**src/rtl/sram_2p_array.sv**
```systemverilog
// Two-port (1W/1R) SRAM array: single-cycle masked write port and a
// precharge/wordline/sense read port sequenced by a small FSM.
//
// Ports:
//   clk, rst_n        rising-edge clock, async active-low reset
//   wr_en/wr_addr     write strobe and word address
//   wr_data/wr_mask   write data and per-bit write enable (1 = written)
//   wr_err            1-cycle pulse after a write to an address >= DEPTH
//   rd_req/rd_addr    read request; address latched on acceptance
//   rd_ready          read port idle and able to accept a request
//   rd_valid          1-cycle pulse qualifying rd_data/rd_err
//   rd_data/rd_err    read word (held until next rd_valid), bad-address flag
module sram_2p_array #(
    parameter int DATA_W    = 8,
    parameter int DEPTH     = 16,
    parameter int ADDR_W    = $clog2(DEPTH),
    parameter int PRECH_CYC = 1,
    parameter int RDW_MODE  = 0
) (
    input  logic              clk,
    input  logic              rst_n,
    input  logic              wr_en,
    input  logic [ADDR_W-1:0] wr_addr,
    input  logic [DATA_W-1:0] wr_data,
    input  logic [DATA_W-1:0] wr_mask,
    output logic              wr_err,
    input  logic              rd_req,
    input  logic [ADDR_W-1:0] rd_addr,
    output logic              rd_ready,
    output logic              rd_valid,
    output logic [DATA_W-1:0] rd_data,
    output logic              rd_err
);

    typedef enum logic [1:0] {
        IDLE,
        PRECH,
        ACCESS,
        DONE
    } state_t;

    // One extra bit so DEPTH itself is representable for range checks.
    localparam logic [ADDR_W:0] DEPTH_X  = (ADDR_W + 1)'(DEPTH);
    localparam logic [1:0]      CNT_LOAD = 2'(PRECH_CYC - 1);

    logic [DATA_W-1:0] mem [DEPTH];

    state_t            state;
    logic [1:0]        cnt;
    logic [ADDR_W-1:0] addr_q;

    logic              wr_in;
    logic              wr_ok;
    logic              rd_ok;
    logic              hit;
    logic [DATA_W-1:0] wr_old;
    logic [DATA_W-1:0] wr_word;
    logic [DATA_W-1:0] rd_word;
    logic [DATA_W-1:0] rd_next;

    assign wr_in = {1'b0, wr_addr} < DEPTH_X;
    assign wr_ok = wr_en && wr_in;
    assign rd_ok = {1'b0, addr_q} < DEPTH_X;
    assign hit   = wr_ok && (wr_addr == addr_q);

    always_comb begin
        wr_old = '0;
        if (wr_ok) begin
            wr_old = mem[wr_addr];
        end
        wr_word = (wr_old & ~wr_mask) | (wr_data & wr_mask);
    end

    // Out-of-range reads sense as all zeros.
    always_comb begin
        rd_word = '0;
        if (rd_ok) begin
            rd_word = mem[addr_q];
        end
        rd_next = rd_word;
        if ((RDW_MODE != 0) && hit) begin
            rd_next = wr_word;
        end
    end

    // Array contents survive reset, so the storage has no reset branch.
    always_ff @(posedge clk) begin
        if (wr_ok) begin
            mem[wr_addr] <= wr_word;
        end
    end

    always_ff @(posedge clk or negedge rst_n) begin
        if (!rst_n) begin
            state    <= IDLE;
            cnt      <= '0;
            addr_q   <= '0;
            rd_ready <= 1'b1;
            rd_valid <= 1'b0;
            rd_data  <= '0;
            rd_err   <= 1'b0;
            wr_err   <= 1'b0;
        end else begin
            wr_err   <= wr_en && !wr_in;
            rd_valid <= 1'b0;
            unique case (state)
                IDLE: begin
                    if (rd_req) begin
                        addr_q   <= rd_addr;
                        cnt      <= CNT_LOAD;
                        state    <= PRECH;
                        rd_ready <= 1'b0;
                    end
                end
                PRECH: begin
                    if (cnt == 2'd0) begin
                        state <= ACCESS;
                    end else begin
                        cnt <= cnt - 2'd1;
                    end
                end
                ACCESS: begin
                    rd_data  <= rd_next;
                    rd_err   <= !rd_ok;
                    rd_valid <= 1'b1;
                    state    <= DONE;
                end
                DONE: begin
                    state    <= IDLE;
                    rd_ready <= 1'b1;
                end
                default: begin
                    state <= IDLE;
                end
            endcase
        end
    end

endmodule

```
**config.mk**
```make
export PLATFORM = sky130hd
export DESIGN_NAME = sram_2p_array
export DESIGN_NICKNAME = d
export VERILOG_FILES = /design/src/rtl/sram_2p_array.sv
export SDC_FILE = /design/constraint.sdc
export NUM_CORES = 1
export LEC_CHECK = 0
export ABC_AREA = 1
export CAP_MARGIN = 40
export CORE_ASPECT_RATIO = 1.25
export CORE_MARGIN = 1.5
export CORE_UTILIZATION = 56
export CTS_CLUSTER_SIZE = 20
export DETAILED_ROUTE_END_ITERATION = 10
export GPL_ROUTABILITY_DRIVEN = 0
export PLACE_DENSITY = 0.73
export SYNTH_ARGS = -nofsm -noshare
export SYNTH_HDL_FRONTEND = slang
export SYNTH_SLANG_ARGS = --single-unit
```
**constraint.sdc**
```tcl
create_clock -name clk -period 2.2 [get_ports clk]
set_clock_uncertainty 0.2 [all_clocks]
set_input_delay 0.44 -clock clk [delete_from_list [all_inputs] [get_ports clk]]
set_output_delay 0.44 -clock clk [all_outputs]
set_load 0.01 [all_outputs]
```
After elaboration in Yosys (flattened, before gate mapping) --
Memories as Yosys holds them, arrays and structs flattened. A register that Yosys moved wholly into a read port is not among the register bits. Index checks and enable logic that the tools add are counted.
Storage, ports and cells: flip-flop bits (word level) 10, bits in latches 0, bits in writable memories 128, memory bits (read-only) 0, bits of input ports 28, output and inout port bits 12, word-level logic and storage cells 38, memories 1
Memory list:
- mem | words 16, width 8, read ports 2, clocked after Yosys merged registers in 1, wr ports 1, RTL line 46 | logic [DATA_W-1:0] mem [DEPTH];
Operators by class: add/subtract/negate cells 1, $mul 0, divide/modulo/power cells 0, magnitude comparators 0, eq/ne operators 6, shifts and indexed selects 0, mux-type cells 12, bitwise logic cells 4, reduce and logical (&&, ||, !) cells 9
Operators with widths (number):
- 8-bit bitwise AND | 2
- 2-bit 2-to-1 mux | 4
- 8-bit 2-to-1 mux | 1
- 8-bit NOT | 1
- 8-bit bitwise OR | 1
- 2-bit case mux with 4 select lines | 1
- 2-bit != test, second input constant | 3
- 2-bit AND reduction | 3
- 2-bit == test, second input constant | 2
- 2-bit zero test | 2
- 1-bit 2-to-1 mux | 4
- 2-bit case mux with 2 select lines | 1
- 2-bit nonzero test | 2
- 3-bit AND reduction | 1
- 2-bit by 1-bit == test with 1-bit output, second input constant | 1
- 1-bit case mux with 2 select lines | 1
- 2-bit by 1-bit subtractor with 2-bit output, second input constant | 1
- 1-bit zero test | 1

Longest topological paths before layout --
An unclocked memory read counts as a cell.
word-level depth 4, depth in mapped cells 11, mapped depth without buffers 9

Least setup slack after synthesis --
OpenSTA, ideal clock, no wires.
path type input to register, from input wr_addr[1], to memory mem[11][0] (enable), library setup time 0.370 ns, arrival 1.437 ns, data required time 1.630 ns, setup slack 0.193 ns, stages 4, buffers on the path 2, cells stage by stage buf_2 > clkbuf_1 > nand3_1 > nor2_1
RTL lines:
- start, declared | RTL line 23 | input logic [ADDR_W-1:0] wr_addr,
- end, declared | RTL line 46
No word-level cell before the write port.

Worst setup path after layout --
from register rd_ready, to output rd_ready
RTL lines:
- start, declared | RTL line 29 | output logic rd_ready,
- start signal, assigned | RTL line 98 | rd_ready <= 1'b1;
- start signal, assigned | RTL line 112 | rd_ready <= 1'b0;
- start signal, assigned | RTL line 130 | rd_ready <= 1'b1;
No word-level cell between the ends.

==> impl_metrics.toml <==
[setup_path]
cp.arrival_ps = 1480
cp_max_fo = 2
path_delay_family = "flip-flops"
reg2reg_slack_ps = 250
path_buf_inv = 1
reg2reg_from = "addr_q[0]$_DFFE_PN0P_"
worstSetupPathType = "flip-flop to primary output"
cpMaxStageDelayCell = "dfstp_2"
setup.worst_path.end_class = "primary output"
max_stage_delay_ps = 530
r2r-end = "rd_data[3]$_DFFE_PN0P_"
rr_worst_depth = 10
critPathRequiredTime_ps = 1560
path_cells = "clkdlybuf4s50_1"
start_kind = "flip-flop"

[flow_run]
cap_violations = 0

[die]
initial_core_util = 0.569
die-width_um = 106
core_area_sq_um = 13200
pin_count = 40
die_area_sq_um = 14100
std_cell_rows = 47
die_height_um = 132

[placed_design]
pre_cts_ws_ps = -195
hpwl_um = 14300
port_buffers = 37

[clock_network]
worstSkewPairLatency_ps = 430
cts_max_path_buffers = 2
cts-root-buf = "clkbuf_16"
h-tree-depth = 4
cts_inserted_buffers = 17
hold_buffers = 0
cts.clk_slew.worst_paths_ps = 60
cts_setup_buffers = 0
cts_tree = "done"
cts_sinks = 146
cts-resized-gates = 0

[timing]
final-hold-violation-count = 0
fin_crit_ps = 2120
setup_ws_ps = 84.5
slew_violations = 0
fin_crit_sh = 0.962
rsz0062_at_grt = "false"
max_freq_mhz = 473
setup_violations = 0

[run_status]
status = "completed"

[layout]
post-route-util = 0.688
nNetsFinal = 1027
area_delta_synth_final_pct = 21.0
fillers = 1073
drive_above_1_share = 0.0895
n_antenna_cell = 0

[logic_synthesis]
async_flop_share = 0.123
synth.distinct_cells = 21
yosysTopAreaCell = "edfxtp_1"
syn_area_sq_um = 7490
synth_warnings = 0
ys_seq_elements = 146
synthCells = 926
synth_edf_count = 128
ys_top_cells_by_area = "edfxtp_1 51%, nand2_1 28%, nand3_1 6.7%, dfrtp_1 5.7%, buf_2 2.3%"
ys.flop_type = "edfxtp_1"
yosysMostFrequentCell = "nand2_1"
yosysTopAreaCellShare = 0.513
ys_seq_area_frac = 0.574
postSynthAreaPerCell_sq_um = 8.09
ys_top_cells_by_count = "553 x nand2_1, 128 x edfxtp_1, 101 x nand3_1"

[global_routing]
grt_pass1_vias = 6362
grt_start_max_net_pins = 65
overflow = 0
antenna_found_initial = 0
grt_pass1_wl_um = 33800
track_usage = 0.325

[detailed_routing]
vias_per_cell = 5.66
routed_wl_um = 21800
vias = 6660
drcViolationCount = 0
drtPass1Iterations = 5
wl_per_cell_um = 18.5
drtIter0Drc = 647
postRouteAntennaNets = 0

[power]
peakVddDrop_mv = 0.991
p_leak_nw = 4.13
power_density_nw_per_um2 = 1070

[worst_hold_path]
hold_class = "input pin to asynchronous set/reset pin"
worst max path at each step:
stage                         start              endpoint  slack [ps]  cells past startpoint
6_report       rd_ready$_DFFE_PN1P_              rd_ready          80                      1
5_1_grt        rd_ready$_DFFE_PN1P_              rd_ready          30                      1
4_1_cts        rd_ready$_DFFE_PN1P_              rd_ready          70                      1
3_5_place_dp             wr_addr[1]  mem[14][5]$_DFFE_PP_        -190                     10
3_3_place_gp             wr_addr[1]  mem[15][5]$_DFFE_PP_        -200                     10
2_1_floorplan            wr_addr[1]  mem[11][0]$_DFFE_PP_         190                      4
logic make-up (layout without fill, tap and decap cells):
group / after synthesis / after routing / share of synthesized area
AOI/OAI and AO/OA: 20 / 20 / 0.0142
buffers and inverters: 70 / 149 / 0.0424
other: 1 / 2 / 0.000501
adders and majority gates: 6 / 6 / 0.0100
and+or+nand+nor: 683 / 683 / 0.359
DFF: 146 / 146 / 0.574
sequential cells by signal (all words and copies together) (netlist names):
signal	count
mem	128
rd_data	8
addr_q	4
cnt	2
state	2
rd_ready	1
rd_valid	1
layout make-up:
type / count / area (sq um) / area share
clock buffer: 20 / 437 / 0.0482
clock inverter: 12 / 188 / 0.0207
inverter: 21 / 78.8 / 0.00870
multi-input combinational: 711 / 2880 / 0.318
sequential: 146 / 4300 / 0.474
tap: 171 / 214 / 0.0236
timing repair buffer: 96 / 971 / 0.107
per-layer routing:
layer | GRT usage | share of wire
met2 | 0.546 | 0.50
met5 | 0 | 0
met4 | 0.140 | 0.037
met1 | 0.404 | 0.37
met3 | 0.0717 | 0.092
metrics by stage:
step	TNS [ps]	power [mW]	cell area (sq um)	cells	hold slack, ps
final	0	9.70	9060	1177	146
after global routing	0	10.1	9060	1177	154
after CTS	0	9.65	9060	1177	148
after detailed placement	-34550	6.56	8440	1145	265
after global placement	-34600	6.53	8440	1145	262
after floorplan	0	5.34	7490	927	-55.6
layout by cell type (no fill, tap or decap), types with 3 or more instances in the layout:
| cell type | n |
|---|---|
| buf_12 | 13 |
| buf_4 | 46 |
| bufinv_16 | 5 |
| clkbuf_1 | 3 |
| clkbuf_16 | 17 |
| clkdlybuf4s50_1 | 36 |
| clkinv_1 | 6 |
| dfrtp_1 | 16 |
| edfxtp_1 | 128 |
| ha_1 | 6 |
| inv_1 | 16 |
| nand2_1 | 553 |
| nand3_1 | 101 |
| nor2_1 | 28 |
| o21ai_0 | 8 |
| o21ai_1 | 8 |
power breakdown:
group / total, mW / internal (mW) / leakage (nW) / switching (mW)
clock: 3.09 / 2.00 / 0.300 / 1.10
combinational: 3.26 / 1.11 / 2.44 / 2.15
sequential: 3.35 / 3.22 / 1.39 / 0.123
No activity file was read; power rests on OpenSTA's default activity.
